`src/rtl/pipe_pkg.sv`:
```
// pipe_pkg: constants shared by the pipeline hazard/forwarding block and its
// MDU scoreboard.
//   FWD_*        3-bit operand-select codes driven on fwda/fwdb
//   RW_DEF       default register-address width
//   MDU_LAT_DEF  default MDU issue-to-writeback latency in cycles
//   CNT_W        width of the scoreboard countdown (holds up to 15)
package pipe_pkg;

  localparam int RW_DEF      = 5;
  localparam int MDU_LAT_DEF = 4;
  localparam int CNT_W       = 4;

  localparam logic [2:0] FWD_RF   = 3'b000;
  localparam logic [2:0] FWD_EALU = 3'b001;
  localparam logic [2:0] FWD_MALU = 3'b010;
  localparam logic [2:0] FWD_MMEM = 3'b011;
  localparam logic [2:0] FWD_W    = 3'b100;
  localparam logic [2:0] FWD_MDU  = 3'b101;

endpackage

```
`src/rtl/pipe_hazard_unit_mdu_scoreboard.sv`:
```
// mdu_scoreboard: tracks the single outstanding multiply/divide write.
//   clock, resetn     pipeline clock, synchronous active-low reset
//   i_issue           an MDU op leaves D this cycle (already qualified by ~stall)
//   i_issue_rn        destination of the issuing op
//   o_busy            a write is pending
//   o_wb              one-cycle pulse in the cycle the result is written back
//   o_rn              pending destination register
module mdu_scoreboard
  import pipe_pkg::*;
#(
  parameter int RW      = RW_DEF,
  parameter int MDU_LAT = MDU_LAT_DEF
) (
  input  logic          clock,
  input  logic          resetn,
  input  logic          i_issue,
  input  logic [RW-1:0] i_issue_rn,
  output logic          o_busy,
  output logic          o_wb,
  output logic [RW-1:0] o_rn
);

  localparam logic [CNT_W-1:0] LAT = CNT_W'(MDU_LAT);

  logic [CNT_W-1:0] r_cnt;
  logic             r_busy;
  logic [RW-1:0]    r_rn;

  // A new issue always wins: it can only be accepted while idle or in the
  // write-back cycle, so it either starts or seamlessly chains the unit.
  always_ff @(posedge clock) begin
    if (!resetn) begin
      r_cnt  <= '0;
      r_busy <= 1'b0;
      r_rn   <= '0;
    end else if (i_issue) begin
      r_cnt  <= LAT;
      r_busy <= 1'b1;
      r_rn   <= i_issue_rn;
    end else if (r_cnt != '0) begin
      r_cnt  <= r_cnt - CNT_W'(1);
      r_busy <= (r_cnt != CNT_W'(1));
    end
  end

  // Reset is synchronous, so state may still be stale while resetn is low;
  // gate the outputs so the pipeline sees an idle unit throughout reset.
  assign o_busy = r_busy & resetn;
  assign o_wb   = (r_cnt == CNT_W'(1)) & resetn;
  assign o_rn   = r_rn & {RW{resetn}};

endmodule

```
`src/rtl/pipe_hazard_unit.sv`:
```
// pipe_hazard_unit: stall/bubble and operand-forwarding control for the
// 5-stage pipeline, including a W-stage source and a multi-cycle MDU source.
//   clock, resetn                 clock, synchronous active-low reset
//   rs, rt, urs, urt              D-stage sources and their use flags
//   d_wreg, d_mdu, d_rn           D-stage write flags and destination
//   ewreg, em2reg, ern            E-stage write/load flags and destination
//   mwreg, mm2reg, mrn            M-stage write/load flags and destination
//   wwreg, wrn                    W-stage write flag and destination
//   wpcir                         1 = PC and F/D may advance
//   bubble                        1 = E register loads a no-op
//   fwda, fwdb                    operand selects (pipe_pkg FWD_* codes)
//   mdu_busy, mdu_wb, mdu_rn      MDU scoreboard state
module pipe_hazard_unit
  import pipe_pkg::*;
#(
  parameter int RW      = RW_DEF,
  parameter int MDU_LAT = MDU_LAT_DEF
) (
  input  logic          clock,
  input  logic          resetn,
  input  logic [RW-1:0] rs,
  input  logic [RW-1:0] rt,
  input  logic          urs,
  input  logic          urt,
  input  logic          d_wreg,
  input  logic          d_mdu,
  input  logic [RW-1:0] d_rn,
  input  logic          ewreg,
  input  logic          em2reg,
  input  logic [RW-1:0] ern,
  input  logic          mwreg,
  input  logic          mm2reg,
  input  logic [RW-1:0] mrn,
  input  logic          wwreg,
  input  logic [RW-1:0] wrn,
  output logic          wpcir,
  output logic          bubble,
  output logic [2:0]    fwda,
  output logic [2:0]    fwdb,
  output logic          mdu_busy,
  output logic          mdu_wb,
  output logic [RW-1:0] mdu_rn
);

  logic          w_busy;
  logic          w_wb;
  logic [RW-1:0] w_mrn;
  logic          w_pend;
  logic          w_load_use;
  logic          w_raw_mdu;
  logic          w_struct;
  logic          w_waw;
  logic          w_stall;
  logic          w_issue;

  function automatic logic [2:0] fwd_sel(
    input logic [RW-1:0] src,
    input logic          e_w,
    input logic [RW-1:0] e_rn,
    input logic          m_w,
    input logic          m_ld,
    input logic [RW-1:0] m_rn,
    input logic          w_w,
    input logic [RW-1:0] w_rn,
    input logic          x_wb,
    input logic [RW-1:0] x_rn
  );
    logic [2:0] sel;
    sel = FWD_RF;
    if (src != '0) begin
      if (e_w && e_rn == src)      sel = FWD_EALU;
      else if (m_w && m_rn == src) sel = m_ld ? FWD_MMEM : FWD_MALU;
      else if (w_w && w_rn == src) sel = FWD_W;
      else if (x_wb && x_rn == src) sel = FWD_MDU;
    end
    return sel;
  endfunction

  // Pending MDU write that is not yet resolvable by forwarding.
  assign w_pend = w_busy & ~w_wb;

  assign w_load_use = ewreg & em2reg & (ern != '0) &
                      ((urs & (ern == rs)) | (urt & (ern == rt)));
  assign w_raw_mdu  = w_pend & (w_mrn != '0) &
                      ((urs & (w_mrn == rs)) | (urt & (w_mrn == rt)));
  assign w_struct   = d_mdu & w_pend;
  assign w_waw      = (d_wreg | d_mdu) & w_pend & (d_rn == w_mrn) & (d_rn != '0);

  assign w_stall = resetn & (w_load_use | w_raw_mdu | w_struct | w_waw);
  assign w_issue = d_mdu & ~w_stall;

  assign wpcir  = ~w_stall;
  assign bubble = w_stall;

  always_comb begin
    fwda = FWD_RF;
    fwdb = FWD_RF;
    if (resetn) begin
      fwda = fwd_sel(rs, ewreg, ern, mwreg, mm2reg, mrn, wwreg, wrn, w_wb, w_mrn);
      fwdb = fwd_sel(rt, ewreg, ern, mwreg, mm2reg, mrn, wwreg, wrn, w_wb, w_mrn);
    end
  end

  mdu_scoreboard #(
    .RW      (RW),
    .MDU_LAT (MDU_LAT)
  ) u_sb (
    .clock      (clock),
    .resetn     (resetn),
    .i_issue    (w_issue),
    .i_issue_rn (d_rn),
    .o_busy     (w_busy),
    .o_wb       (w_wb),
    .o_rn       (w_mrn)
  );

  assign mdu_busy = w_busy;
  assign mdu_wb   = w_wb;
  assign mdu_rn   = w_mrn;

endmodule

```
`config.mk`:
```
export PLATFORM = sky130hd
export DESIGN_NAME = pipe_hazard_unit
export DESIGN_NICKNAME = d
export VERILOG_FILES = /design/src/rtl/pipe_pkg.sv /design/src/rtl/pipe_hazard_unit_mdu_scoreboard.sv /design/src/rtl/pipe_hazard_unit.sv
export SDC_FILE = /design/constraint.sdc
export NUM_CORES = 1
export LEC_CHECK = 0
export ABC_CLOCK_PERIOD_IN_PS = 2850
export BUFFER_PORTS_ARGS = -buffer_cell sky130_fd_sc_hd__buf_2
export CORE_MARGIN = 3
export CORE_UTILIZATION = 45
export CTS_BUF_LIST = sky130_fd_sc_hd__clkbuf_16
export CTS_CLUSTER_DIAMETER = 100
export DETAILED_ROUTE_END_ITERATION = 6
export PLACE_DENSITY = 0.83
export SYNTH_ARGS = -nofsm -noshare
export SYNTH_HDL_FRONTEND = slang
export SYNTH_SLANG_ARGS = --single-unit
```
`constraint.sdc`:
```
create_clock -name clock -period 2.85 [get_ports clock]
set_clock_uncertainty 0.1 [all_clocks]
set_input_delay 0.57 -clock clock [delete_from_list [all_inputs] [get_ports clock]]
set_output_delay 0.57 -clock clock [all_outputs]
set_load 0.01 [all_outputs]
```
## Word-level counts from Yosys, hierarchy flattened

Index checks and enable logic that the tools add are counted.

| storage, ports and cells | value |
|---|---|
| bits in registers | 10 |
| output and inout port bits | 15 |
| logic and storage cells | 77 |

| operators by class | value |
|---|---|
| $add $sub $neg | 1 |
| equality and inequality tests | 11 |
| muxes and demuxes | 17 |
| bitwise operators | 28 |
| reductions and logical operators | 16 |

Operators with widths:

| kind | count |
|---|---|
| $eq 5x5->1 | 9 |
| $mux 3 | 14 |
| $reduce_bool 5->1 | 5 |
| $and 1x1->1 | 18 |
| $logic_and 1x1->1 | 8 |
| $or 1x1->1 | 6 |
| $and 5x5->5 | 1 |
| $eq 4x1->1 const B | 1 |
| $ne 4x1->1 const B | 1 |
| $reduce_bool 4->1 | 1 |
| $sub 4x1->4 const B | 1 |
| $mux 1 | 3 |
| $not 1->1 | 3 |
| $reduce_bool 2->1 | 1 |
| $reduce_or 2->1 | 1 |

## Depth between registers and ports, before layout

Gate-level depths: netlist of the first run.

| logic depth | value |
|---|---|
| word-level depth | 13 |
| depth in mapped cells | 8 |

## By module

A second synthesis of the first run with hierarchy kept.

| second synthesis, totals | value |
|---|---|
| cell total of the unflattened synthesis | 163 |
| area total of the unflattened synthesis | 1271.2 sq um |

By module, submodules not included:

| module | times used | cells an instance | area each (sq um) | sequential area each (sq um) |
|---|---|---|---|---|
| pipe_hazard_unit | 1 | 112 | 784.5 | 0.0 |
| mdu_scoreboard | 1 | 51 | 486.7 | 200.2 |

## Least setup slack after synthesis of the first run

No wires, ideal clock.

| path | value |
|---|---|
| path type | input to output |
| from | in rs[0] |
| to | out fwda[2] |
| arrival time | 1878 ps |
| setup slack | 302 ps |
| stages on the path | 6 |
| path through | buf_2 -> nor4bb_1 -> a31oi_1 -> o21ai_0 -> nand3_1 -> a2111oi_2 |

| between the ends | value |
|---|---|
| cells in the longest elaborated chain, start to end | 8 |
| elaborated cells on any way between the ends | 15 |

Ends and longest elaborated chain:

| element | RTL line | source |
|---|---|---|
| from (decl) | pipe_hazard_unit.sv:21 | `input logic [RW-1:0] rs,` |
| $eq 5x5->1 | pipe_hazard_unit.sv:74 | `else if (x_wb && x_rn == src) sel = FWD_MDU;` |
| $logic_and 1x1->1 | pipe_hazard_unit.sv:74 |  |
| $mux 3 | pipe_hazard_unit.sv:74 |  |
| $mux 3 | pipe_hazard_unit.sv:73 | `else if (w_w && w_rn == src) sel = FWD_W;` |
| $mux 3 | pipe_hazard_unit.sv:72 | `else if (m_w && m_rn == src) sel = m_ld ? FWD_MMEM : FWD_MALU;` |
| $mux 3 | pipe_hazard_unit.sv:71 | `if (e_w && e_rn == src) sel = FWD_EALU;` |
| $mux 3 (*) | pipe_hazard_unit.sv:70 | `if (src != '0) begin` |
| $mux 3 (*) | pipe_hazard_unit.sv:98 | `if (resetn) begin` |
| to (decl) | pipe_hazard_unit.sv:38 | `output logic [2:0] fwda,` |

Every way passes the cells marked *; elsewhere a longest branch is shown, timed or not.

## Worst setup path after layout of the first run

| path | value |
|---|---|
| from | in rt[0] |
| to | out bubble |

| between the ends | value |
|---|---|
| cells in the longest elaborated chain, start to end | 8 |
| elaborated cells on any way between the ends | 12 |

Ends and longest elaborated chain:

| element | RTL line | source |
|---|---|---|
| from (decl) | pipe_hazard_unit.sv:22 | `input logic [RW-1:0] rt,` |
| $eq 5x5->1 (on tied branches) | pipe_hazard_unit.sv:83, pipe_hazard_unit.sv:85 |  |
| $and 1x1->1 (on tied branches) | pipe_hazard_unit.sv:83, pipe_hazard_unit.sv:85 |  |
| $or 1x1->1 (on tied branches) | pipe_hazard_unit.sv:83, pipe_hazard_unit.sv:85 |  |
| $and 1x1->1 (on tied branches) | pipe_hazard_unit.sv:82, pipe_hazard_unit.sv:84 |  |
| $or 1x1->1 (*) (3 in series) | pipe_hazard_unit.sv:89 | `assign w_stall = resetn & (w_load_use \| w_raw_mdu \| w_struct \| w_waw);` |
| $and 1x1->1 (*) | pipe_hazard_unit.sv:89 |  |
| to (decl) | pipe_hazard_unit.sv:37 | `output logic bubble,` |

Marks and branches as above.

==> results of run 1 <==
-- layer usage --
metal | share of wire | GRT usage | routed length [µm] | vias to the layer above
li1 | - | - | - | 803
met1 | 0.43 | 0.2592 | 1721 | 723
met2 | 0.49 | 0.3202 | 1939 | 59
met3 | 0.070 | 0.03957 | 278 | 6
met4 | 0.0093 | 0.02204 | 37 | 0
met5 | 0 | 0 | 0 | -
-- worst max-delay path: stages --
cell and delay (ns):
buf_2 0.18, nand4b_1 0.13, o22a_1 0.25, a2111oi_4 0.34, a32oi_1 0.09, o211ai_1 0.22
and2_1 0.15, buf_2 0.12
-- cell families after synthesis --
group                      after synthesis
DFF                                     10
xor gates and xnor gates                37
and+or+nand+nor                         81
buffers and inverters                   29
muxes                                    7
adders and majority gates                2
AOI/OAI and AO/OA                       35
-- area by class of cell --
class / count / area share
clock buffers: 3 / 0.04071
inverters: 11 / 0.02239
multi-input cells: 162 / 0.6133
flip-flops and latches: 10 / 0.1106
well taps: 44 / 0.02985
repair buffers: 63 / 0.1832
-- flip-flops by register name, summed over array words and instances, names as in the netlist --
register     cells
u_sb.r_rn        5
u_sb.r_cnt       4
u_sb.r_busy      1
-- final timing paths --
kind,slack (ns),depth (start not counted),start,endpoint
worst max-delay path,0.13,8,rt[0],bubble
worst min-delay path,0.45,2,u_sb.r_rn[3]$_SDFFE_PN0P_,u_sb.r_rn[3]$_SDFFE_PN0P_
worst max register to register,0.72,6,u_sb.r_rn[0]$_SDFFE_PN0P_,u_sb.r_rn[0]$_SDFFE_PN0P_
worst min register to register,0.45,2,u_sb.r_rn[3]$_SDFFE_PN0P_,u_sb.r_rn[3]$_SDFFE_PN0P_
-- cell usage after synthesis (3+ instances only) --
| cell type | number |
|---|---|
| nor2_1 | 12 |
| buf_6 | 4 |
| a31oi_1 | 5 |
| a21oi_1 | 6 |
| nand2_1 | 25 |
| xor2_1 | 18 |
| dfxtp_1 | 10 |
| buf_2 | 11 |
| nor4_1 | 5 |
| and3_1 | 5 |
| mux2i_1 | 7 |
| inv_1 | 10 |
| o21ai_0 | 6 |
| a2111oi_2 | 3 |
| nor3_1 | 6 |
| nand3_1 | 10 |
| xnor2_1 | 19 |
-- through the flow --
stage / setup TNS (ns) / hold WS, ns / worst slack, ns / cells / util
6_report: 0 / 0.4503 / 0.1339 / 293 / 0.5992
5_1_grt: -0.006643 / 0.4615 / -0.006643 / 293 / 0.5992
4_1_cts: 0 / 0.4566 / 0.03203 / 293 / 0.5890
3_5_place_dp: 0 / 0.4516 / 0.03178 / 290 / 0.5646
3_3_place_gp: 0 / 0.4399 / 0.05848 / 290 / 0.5646
2_1_floorplan: 0 / 0.4175 / 0.3019 / 201 / -
-- timing repair --
item,in CTS,in global routing
hold buffers,0,0
gates resized for setup,0,8
setup endpoints to repair,0,6
-- layout by cell type, fill, tap and decap left out, drive strengths merged --
cell type and n:
a21oi 7, and3 5, a32oi 2, o211ai 1, o22ai 1, buf 63, nand4 2, nand2 27
o32ai 2, nor3 6, a2111oi 3, and2 2, o311a 1, a31oi 5, nor4bb 1, or3 2
dfxtp 10, nor3b 2, nor2 12, o221a 1, a22o 1, and3b 1, clkinv 1, nor4 5
xnor2 19, and4bb 2, nand4b 2, xor2 18, o22a 2, o21ba 1, nand2b 2, inv 10
o21ai 6, clkbuf 3, nand3 10, ha 2, o21a 2, mux2i 7
-- where the power goes --
part / internal, µW / total, µW / switching, µW
clock network: 181 / 238 / 57.0
logic: 146 / 322 / 176
registers: 164 / 192 / 27.6
total: 491 / 752 / 261
==> results.rst, run 1 <==
.. list-table::
   :header-rows: 1

   * - Metric
     - Value
   * - Placeable core region
     - 3078 µm²
   * - Actual slew at the worst max-slew pin
     - 0.4969 ns
   * - Layout fillers
     - 285
   * - Max Buffers Root-to-Sink
     - 2
   * - Syn Area/Cell
     - 7.277 µm²
   * - Floorplan die area
     - 3970 µm²
   * - Synthesized instance count
     - 201
   * - Via count of the first global-routing pass
     - 1416
   * - Post-synthesis xor/xnor area fraction
     - 0.2216
   * - Data required, critical path
     - 2.18 ns
   * - Row count
     - 20
   * - Yosys warning count
     - 0
   * - Die width
     - 63.01 µm
   * - Source-to-sink clock delay at the later pin of the worst-skew pair
     - 0.23 ns
   * - Sequential fraction of the synthesis area
     - 0.1369
   * - GRT Util Overall
     - 0.1917
   * - Nature of the critical path startpoint
     - input port
   * - Global-route wire length before repair
     - 6410 µm
   * - Clock tree from TritonCTS
     - built
   * - Clock root cell
     - clkbuf_16
   * - Fraction of the mapped netlist area in compound gates
     - 0.1822
   * - Worst IR Drop VDD
     - 442.4 µV
   * - # clock sinks
     - 10
   * - Count of flip-flops with a built-in enable after synthesis
     - 0
   * - Cells taking the most area after synthesis
     - dfxtp_1 14%, xnor2_1 11%, xor2_1 11%, nand2_1 6.4%, mux2i_1 4.8%
   * - Endpoint arrival time on the critical path
     - 2.05 ns
   * - Detailed-placement wirelength estimate
     - 3137 µm
   * - Pwr dens
     - 407.7 nW/µm²
   * - Fraction of registers with async set or reset after synthesis
     - 0
   * - IO buf count
     - 55
   * - Total power
     - 751.9 µW
   * - Category of the critical setup timing path
     - in -> out
   * - Final Hold Viols
     - 0
   * - Fraction of synthesized area in multiplexers
     - 0.04790
   * - Period minus WS final
     - 2.716 ns
   * - Main combinational cell family by area after synthesis
     - simple AND/OR/NAND/NOR gates
   * - Starting density of the core
     - 0.4752
   * - Fraction of synthesized cell area taken by the top area cell type
     - 0.1369
   * - Result of the run
     - finished, final reports clean
   * - GP Congestion
     - 0.8329
   * - Congestion Overflow GR
     - 0
   * - Number of post-CTS setup repair buffers
     - 0
   * - Multi-input gate area in the final layout
     - 1131 µm²
   * - Static leakage power
     - 0.0008358 µW
   * - Placed Instance Area
     - 1738 µm²
   * - Final non-filler cell area
     - 1844 µm²
   * - Number of nets in the synthesized netlist
     - 244
   * - Clock transition at path regs
     - 0.04 ns
   * - Slew Limit Headroom
     - 0.6687
   * - Number of top-level pins
     - 56
   * - Hold/Removal Path Class
     - reg -> reg
   * - Detailed Routing Iterations Pass 1
     - 4
   * - Simple-gate portion of the synthesized area
     - 0.2874
   * - FF+latch area
     - 203.9 µm²
   * - Total of flip-flops plus latches after synthesis
     - 10
   * - Adder-cell area share of the yosys netlist
     - 0.01711
   * - Count of endpoints failing setup in the final report
     - 0
   * - Top fanout value on the critical path
     - 6
   * - # Max-Cap Violations
     - 0
   * - Total number of vias
     - 1591
   * - Post-Synthesis Cell Area
     - 1463 µm²
   * - Maximum achievable frequency
     - 368.2 MHz
   * - Synth Flop Type
     - dfxtp_1
   * - Crit share post-route
     - 0.9530
   * - Detailed Route Iter0 Violations
     - 69
   * - Number of pins exceeding their max-slew limit in the final report
     - 0
   * - Number of nets at the end of the flow
     - 294
   * - Clock buffers created by TritonCTS
     - 3
   * - Share of post-route cells with drive strength above 1
     - 0.3213
   * - Count of nets left with antenna violations after detail routing
     - 0
   * - # H-tree levels
     - 1
   * - N_diodes
     - 0
   * - Total DRC errors in the routed layout
     - 0
   * - Unique cell type count in the Yosys netlist
     - 42
   * - Post-DR vias/cell
     - 5.430
   * - Initial antenna violation count
     - 0
   * - Layout-stage area growth over the synthesis result
     - 26.09%
   * - Library cell with the largest summed area after synthesis
     - dfxtp_1
   * - Total length of routed wires
     - 3976 µm
   * - Kind of end point of the critical path
     - primary output
   * - Pin count of the biggest net entering global routing
     - 17
   * - Routed len/inst
     - 13.57 µm
   * - Die Ht
     - 63.01 µm
No activity file was read; power rests on OpenSTA's default activity.
==> run 2, diff against run 1 <==
--- a/config.mk
+++ b/config.mk
@@ -13,6 +13,7 @@
 export CTS_CLUSTER_DIAMETER = 100
 export DETAILED_ROUTE_END_ITERATION = 6
 export PLACE_DENSITY = 0.83
+export REMOVE_ABC_BUFFERS = 1
 export SYNTH_ARGS = -nofsm -noshare
 export SYNTH_HDL_FRONTEND = slang
 export SYNTH_SLANG_ARGS = --single-unit
==> results.rst, run 2 (synthesis gave the netlist of run 1 again) <==
.. list-table::
   :header-rows: 1

   * - Metric
     - Value
   * - Result of the run
     - finished, final reports clean
   * - Category of the critical setup timing path
     - in -> out
   * - Static leakage power
     - 0.0008314 µW (-0.52%)
   * - Floorplan die area
     - 3970 µm² (unchanged)
   * - Register with the highest flop count
     - u_sb.r_rn
   * - Most Frequent Cell on Critical Path
     - buf_2
   * - Global-route wire length before repair
     - 6444 µm (+0.53%)
   * - Clock root cell
     - clkbuf_16
   * - Largest registers
     - u_sb.r_rn x5, u_sb.r_cnt x4, u_sb.r_busy x1
   * - Max Buffers Root-to-Sink
     - 2 (unchanged)
   * - Count of nets left with antenna violations after detail routing
     - 0 (unchanged)
   * - Slew Limit Headroom
     - 0.6101 (-0.05866)
   * - Most frequent standard cell in the layout excluding fill and tap cells
     - buf_2
   * - Congestion Overflow GR
     - 0 (unchanged)
   * - Placement Setup Slack
     - 0.02660 ns (-0.005180 ns)
   * - Hold/Removal Path Class
     - reg -> reg
   * - Die width
     - 63.01 µm (unchanged)
   * - Number of nets at the end of the flow
     - 294 (unchanged)
   * - Detailed Routing Iterations Pass 1
     - 4 (unchanged)
   * - Slowest library cell on the worst path
     - nor4_1
   * - Number of post-CTS setup repair buffers
     - 0 (unchanged)
   * - Share of power burned in registers
     - 0.250 (-0.005)
   * - Critical-path cell list
     - buf_2 -> nor4_1 -> nor3_1 -> o221a_1 -> a32oi_1 -> o211ai_1 -> and2_1 -> buf_2
   * - FF+latch area
     - 202.7 µm² (-0.61%)
   * - Pwr dens
     - 412.6 nW/µm² (+1.2%)
   * - Crit share post-route
     - 0.9649 (+0.01185)
   * - Reg-to-reg slack, setup
     - 0.58 ns (-0.14 ns)
   * - Data required, critical path
     - 2.18 ns (about the same)
   * - Routed len/inst
     - 14.48 µm (+6.7%)
   * - Period minus WS final
     - 2.750 ns (+0.03376 ns)
   * - Maximum achievable frequency
     - 363.7 MHz (-1.2%)
   * - Switch share
     - 0.3586 (+0.01204)
   * - Number of top-level pins
     - 56 (unchanged)
   * - Clock buffers created by TritonCTS
     - 3 (unchanged)
   * - Cell-internal power
     - 495.7 µW (+0.90%)
   * - Via count of the first global-routing pass
     - 1410 (-0.42%)
   * - Total length of routed wires
     - 4244 µm (+6.7%)
   * - GRT Util Overall
     - 0.2006 (+0.008894)
   * - Count of endpoints failing setup in the final report
     - 0 (unchanged)
   * - Layout fillers
     - 283 (-0.70%)
   * - Detailed Route Iter0 Violations
     - 85 (+23%)
   * - # clock sinks
     - 10 (unchanged)
   * - Worst IR Drop VDD
     - 307.9 µV (-30%)
   * - Clock tree from TritonCTS
     - built
   * - Clock transition at path regs
     - 0.04 ns (about the same)
   * - Final worst setup slack
     - 0.1001 ns (-0.03376 ns)
   * - Layout-stage area growth over the synthesis result
     - 28.06%
   * - Row count
     - 20 (unchanged)
   * - Pin count of the biggest net entering global routing
     - 13 (-4)
   * - Switching power total
     - 277.2 µW (+6.4%)
   * - Kind of end point of the critical path
     - primary output
   * - N_diodes
     - 0 (unchanged)
   * - Final Hold Viols
     - 0 (unchanged)
   * - Nature of the critical path startpoint
     - input port
   * - Detailed-placement wirelength estimate
     - 3326 µm (+6.0%)
   * - Share of power burned in combinational logic
     - 0.428 (about the same)
   * - Hold_buf cts
     - 0 (unchanged)
   * - Multi-input gate area in the final layout
     - 1150 µm² (+1.7%)
   * - Share of post-route cells with drive strength above 1
     - 0.3213 (unchanged)
   * - GP Congestion
     - 0.9436 (+13%)
   * - Die Ht
     - 63.01 µm (unchanged)
   * - Initial antenna violation count
     - 0 (unchanged)
   * - Total power
     - 772.9 µW (+2.8%)
   * - Post-DR vias/cell
     - 5.491 (+1.1%)
   * - Placeable core region
     - 3078 µm² (unchanged)
   * - Share of power burned in the clock network
     - 0.322 (+0.005)
   * - # Max-Cap Violations
     - 0 (unchanged)
   * - IO buf count
     - 55 (unchanged)
   * - Source-to-sink clock delay at the later pin of the worst-skew pair
     - 0.24 ns (about the same)
   * - Top library cells by usage in the layout, fill and taps aside
     - 54 x buf_2, 25 x nand2_1, 19 x xnor2_1
   * - Total DRC errors in the routed layout
     - 0 (unchanged)
   * - Number of pins exceeding their max-slew limit in the final report
     - 0 (unchanged)
   * - Endpoint arrival time on the critical path
     - 2.08 ns (+0.03 ns)
   * - Flip-flop count of the largest register, all copies and words added
     - 5 (unchanged)
   * - Top fanout value on the critical path
     - 5 (-1)
   * - Total number of vias
     - 1609 (+1.1%)
   * - Actual slew at the worst max-slew pin
     - 0.5788 ns (+0.08188 ns)
   * - Starting density of the core
     - 0.4752 (unchanged)
   * - # H-tree levels
     - 1 (unchanged)
   * - Maximum single-stage delay on the critical path
     - 0.34 ns (about the same)
[run 2: metrics by stage]
| step | util | std cells | instance area, µm² | setup TNS (ns) | hold WS [ns] |
|---|---|---|---|---|---|
| after global routing | 0.6085 | 293 | 1873 | -0.01889 | 0.4765 |
| after detailed placement | 0.5646 | 290 | 1738 | 0 | 0.4421 |
| after floorplan | - | 183 | 1348 | 0 | 0.4175 |
| after CTS | 0.5890 | 293 | 1813 | 0 | 0.4492 |
| final | 0.6085 | 293 | 1873 | 0 | 0.4566 |
| after global placement | 0.5646 | 290 | 1738 | 0 | 0.4353 |
[run 2: path summary, 6_finish.rpt]
kind	startpoint	end	cells after the start
setup / recovery	d_rn[3]	bubble	8
hold / removal	u_sb.r_cnt[3]$_SDFFE_PP0P_	u_sb.r_cnt[3]$_SDFFE_PP0P_	2
setup reg to reg	u_sb.r_rn[4]$_SDFFE_PN0P_	u_sb.r_rn[3]$_SDFFE_PN0P_	7
hold reg to reg	u_sb.r_cnt[3]$_SDFFE_PP0P_	u_sb.r_cnt[3]$_SDFFE_PP0P_	2
[run 2: cell type report]
type | instances | share of cell area
timing repair buffer | 63 | 0.1844
multi-input combinational | 162 | 0.6139
sequential | 10 | 0.1082
clock buffer | 3 | 0.04008
inverter | 11 | 0.02405
tap | 44 | 0.02939
[run 2: layer usage]
layer  vias up  track usage  routed length, µm  share of wire
met5         -            0                  0              0
met2        65       0.3399               2091           0.49
met4         0      0.04132                 38         0.0090
met1       731       0.2481               1805           0.43
li1        805            -                  -              -
met3         8      0.06115                308          0.073
[run 2: power by group through the flow]
stage / combinational, µW / sequential, µW / clock, µW
final: 331 / 193 / 249
after global routing: 362 / 197 / 260
after CTS: 320 / 191 / 251
after detailed placement: 317 / 193 / 0
after global placement: 307 / 191 / 0
after floorplan: 205 / 185 / 0
[run 2: repair_timing]
| action | 4_1_cts | 5_1_grt |
|---|---|---|
| hold endpoints to repair | 0 | 0 |
| gates resized for setup | 0 | 12 |
| endpoints found under the setup margin | 0 | 6 |
[run 2: critical path, delay by kind of cell]
kind / cells / cell delay, ns
AOI/OAI and AO/OA: 3 / 0.63
buffers and inverters: 2 / 0.27
and+or+nand+nor: 3 / 0.61
==> run 3, diff against run 2 <==
--- a/config.mk
+++ b/config.mk
@@ -7,12 +7,14 @@
 export LEC_CHECK = 0
 export ABC_CLOCK_PERIOD_IN_PS = 2850
 export BUFFER_PORTS_ARGS = -buffer_cell sky130_fd_sc_hd__buf_2
-export CORE_MARGIN = 3
-export CORE_UTILIZATION = 45
+export CELL_PAD_IN_SITES_DETAIL_PLACEMENT = 2
+export CELL_PAD_IN_SITES_GLOBAL_PLACEMENT = 2
+export CORE_MARGIN = 2
+export CORE_UTILIZATION = 26
 export CTS_BUF_LIST = sky130_fd_sc_hd__clkbuf_16
 export CTS_CLUSTER_DIAMETER = 100
 export DETAILED_ROUTE_END_ITERATION = 6
-export PLACE_DENSITY = 0.83
+export PLACE_DENSITY = 0.89
 export REMOVE_ABC_BUFFERS = 1
 export SYNTH_ARGS = -nofsm -noshare
 export SYNTH_HDL_FRONTEND = slang
==> results.rst, run 3 (synthesis gave the netlist of run 1 again) <==
.. list-table::
   :header-rows: 1

   * - Metric
     - Value
   * - Nature of the critical path startpoint
     - input port
   * - Clock tree from TritonCTS
     - built
   * - Row count
     - 27 (+35%)
   * - Cell-internal power
     - 507.7 µW (+2.4%)
   * - Detailed Routing Iterations Pass 1
     - 4 (unchanged)
   * - Number of top-level pins
     - 56 (unchanged)
   * - Count of nets left with antenna violations after detail routing
     - 0 (unchanged)
   * - Slew Limit Headroom
     - 0.6346 (+0.02459)
   * - Hold_buf cts
     - 0 (unchanged)
   * - Hold/Removal Path Class
     - reg -> reg
   * - Kind of end point of the critical path
     - primary output
   * - Clock transition at path regs
     - 0.04 ns (about the same)
   * - GRT Util Overall
     - 0.1976 (-0.002979)
   * - Most frequent standard cell in the layout excluding fill and tap cells
     - buf_2
   * - Share of power burned in registers
     - 0.239 (-0.011)
   * - Number of pins exceeding their max-slew limit in the final report
     - 0 (unchanged)
   * - Placeable core region
     - 5473 µm² (+78%)
   * - N_diodes
     - 0 (unchanged)
   * - Cell type group with the largest total delay on the critical path
     - compound AO/OA/AOI/OAI gates
   * - Clock buffers created by TritonCTS
     - 3 (unchanged)
   * - Congestion Overflow GR
     - 0 (unchanged)
   * - Reg-to-reg slack, setup
     - 0.53 ns (-0.05 ns)
   * - # clock sinks
     - 10 (unchanged)
   * - # H-tree levels
     - 1 (unchanged)
   * - Worst Hold Path Cells
     - 2 (unchanged)
   * - Period minus WS final
     - 2.793 ns (+0.04292 ns)
   * - Critical-path cell list
     - buf_6 -> xor2_1 -> o22a_1 -> a2111oi_4 -> a32oi_1 -> o211ai_1 -> and2_1 -> buf_2
   * - Count of endpoints failing setup in the final report
     - 0 (unchanged)
   * - Switch share
     - 0.3732 (+0.01462)
   * - Setup repair after global routing missed its margin
     - true
   * - Max Buffers Root-to-Sink
     - 2 (unchanged)
   * - Register with the highest flop count
     - u_sb.r_rn
   * - Total length of routed wires
     - 6431 µm (+52%)
   * - Layout fillers
     - 670 (+140%)
   * - Detailed Route Iter0 Violations
     - 50 (-41%)
   * - Worst reg2reg path endpoint
     - u_sb.r_rn[4]$_SDFFE_PN0P_
   * - Largest registers
     - u_sb.r_rn x5, u_sb.r_cnt x4, u_sb.r_busy x1
   * - GP Congestion
     - 0.8155 (-14%)
   * - Share of power burned in the clock network
     - 0.306 (-0.016)
   * - Initial antenna violation count
     - 0 (unchanged)
   * - Category of the critical setup timing path
     - in -> out
   * - Result of the run
     - finished, final reports clean
   * - Number of nets at the end of the flow
     - 301 (+2.4%)
   * - Hold Path End
     - u_sb.r_cnt[1]$_SDFFE_PP0P_
   * - Floorplan die area
     - 6242 µm² (+57%)
   * - Source-to-sink clock delay at the later pin of the worst-skew pair
     - 0.24 ns (about the same)
   * - Endpoint arrival time on the critical path
     - 2.12 ns (+0.04 ns)
   * - Pin count of the biggest net entering global routing
     - 17 (+4)
   * - IO buf count
     - 55 (unchanged)
   * - Hold path start
     - u_sb.r_cnt[1]$_SDFFE_PP0P_
   * - Final Hold Viols
     - 0 (unchanged)
   * - Pwr dens
     - 406.9 nW/µm² (-1.4%)
   * - Worst flop-to-flop path startpoint
     - u_sb.r_rn[4]$_SDFFE_PN0P_
   * - Layout-stage area growth over the synthesis result
     - 36.10%
   * - Detailed-placement wirelength estimate
     - 4835 µm (+45%)
   * - Total DRC errors in the routed layout
     - 0 (unchanged)
   * - Worst IR Drop VDD
     - 195.1 µV (-37%)
   * - Slowest library cell on the worst path
     - a2111oi_4
   * - Depth of the most critical reg-to-reg path
     - 7 (unchanged)
   * - Global-route wire length before repair
     - 9591 µm (+49%)
   * - Placement Setup Slack
     - -0.08180 ns (-0.1084 ns)
   * - Crit share post-route
     - 0.9799 (+0.01506)
   * - Via count of the first global-routing pass
     - 1818 (+29%)
   * - Share of power burned in combinational logic
     - 0.454 (+0.026)
   * - Top library cells by usage in the layout, fill and taps aside
     - 52 x buf_2, 25 x nand2_1, 19 x xnor2_1
   * - Final worst setup slack
     - 0.05721 ns (-0.04292 ns)
   * - Placed Cells
     - 323 (+11%)
   * - Post-DR vias/cell
     - 5.207 (-5.2%)
   * - Post-Route Hold Slack
     - 0.4901 ns (+0.03348 ns)
   * - Maximum single-stage delay on the critical path
     - 0.47 ns (+0.13 ns)
   * - Clock root cell
     - clkbuf_16
   * - Static leakage power
     - 0.0008793 µW (+5.8%)
   * - Top fanout value on the critical path
     - 4 (-1)
   * - Finished Core Util
     - 0.3637 (-0.2448)
   * - Routed len/inst
     - 19.61 µm (+35%)
   * - # Max-Cap Violations
     - 0 (unchanged)
   * - Share of post-route cells with drive strength above 1
     - 0.3438 (+0.02246)
   * - Finished Layout Cells
     - 328 (+12%)
   * - Switching power total
     - 302.3 µW (+9.1%)
   * - Die Ht
     - 79.01 µm (+25%)
   * - Critical path buffers and inverters
     - 2 (unchanged)
   * - Die width
     - 79.01 µm (+25%)
   * - Actual slew at the worst max-slew pin
     - 0.5480 ns (-0.03076 ns)
   * - Total number of vias
     - 1708 (+6.2%)
   * - Flip-flop count of the largest register, all copies and words added
     - 5 (unchanged)
   * - Data required, critical path
     - 2.18 ns (about the same)
   * - Maximum achievable frequency
     - 358.1 MHz (-1.5%)
   * - Starting density of the core
     - 0.2673 (-0.2079)
   * - Setup_tns
     - 0 ns (unchanged)
run 3: area by class of cell:
type / instances / area (µm²) / area share
Sequential cell: 10 / 209.0 / 0.1050
Tap cell: 72 / 90.09 / 0.04525
Clock buffer: 3 / 75.07 / 0.03771
Timing Repair Buffer: 70 / 440.4 / 0.2212
Inverter: 11 / 41.29 / 0.02074
Multi-Input combinational cell: 162 / 1135 / 0.5701
run 3: worst max path at each step:
| stage | from | to | cells after the start |
|---|---|---|---|
| 6_report | rt[0] | bubble | 8 |
| 5_1_grt | u_sb.r_rn[3]$_SDFFE_PN0P_ | bubble | 8 |
| 4_1_cts | resetn | bubble | 10 |
| 3_5_place_dp | resetn | bubble | 8 |
| 3_3_place_gp | resetn | bubble | 8 |
| 2_1_floorplan | rt[0] | bubble | 6 |
run 3: power by group through the flow:
stage / sequential, µW / clock, µW / combinational [µW]
2_1_floorplan: 185 / 0 / 205
3_3_place_gp: 192 / 0 / 322
3_5_place_dp: 195 / 0 / 345
4_1_cts: 194 / 253 / 354
5_1_grt: 197 / 265 / 404
6_report: 194 / 248 / 368
run 3: worst reg2reg max path: stages (launching register included):
cell,delay [ns]
dfxtp_1,0.50
nand2_1,0.20
inv_2,0.11
nor3_1,0.06
o221a_1,0.23
a32oi_1,0.21
and3b_1,0.54
mux2i_1,0.29
run 3: stage by stage:
step	total power, µW	instance area [µm²]
after CTS	800.6	1909
after detailed placement	540.1	1810
final	810.0	1991
after global placement	513.4	1810
after floorplan	390.6	1348
after global routing	865.9	1991
run 3: timing repair:
item | CTS | global route
setup buffers | 0 | 1
pin swaps | 0 | 6
gates resized for setup | 5 | 18
cloned | 0 | 1
endpoints found under the setup margin | 5 | 5
run 3: layer usage:
| metal | GRT usage | vias to the layer above | wire [µm] | share of wire |
|---|---|---|---|---|
| met1 | 0.2407 | 850 | 2791 | 0.43 |
| met3 | 0.03295 | 10 | 222 | 0.035 |
| met5 | 0 | - | 0 | 0 |
| li1 | - | 810 | - | - |
| met2 | 0.3593 | 38 | 3319 | 0.52 |
| met4 | 0.04828 | 0 | 98 | 0.015 |
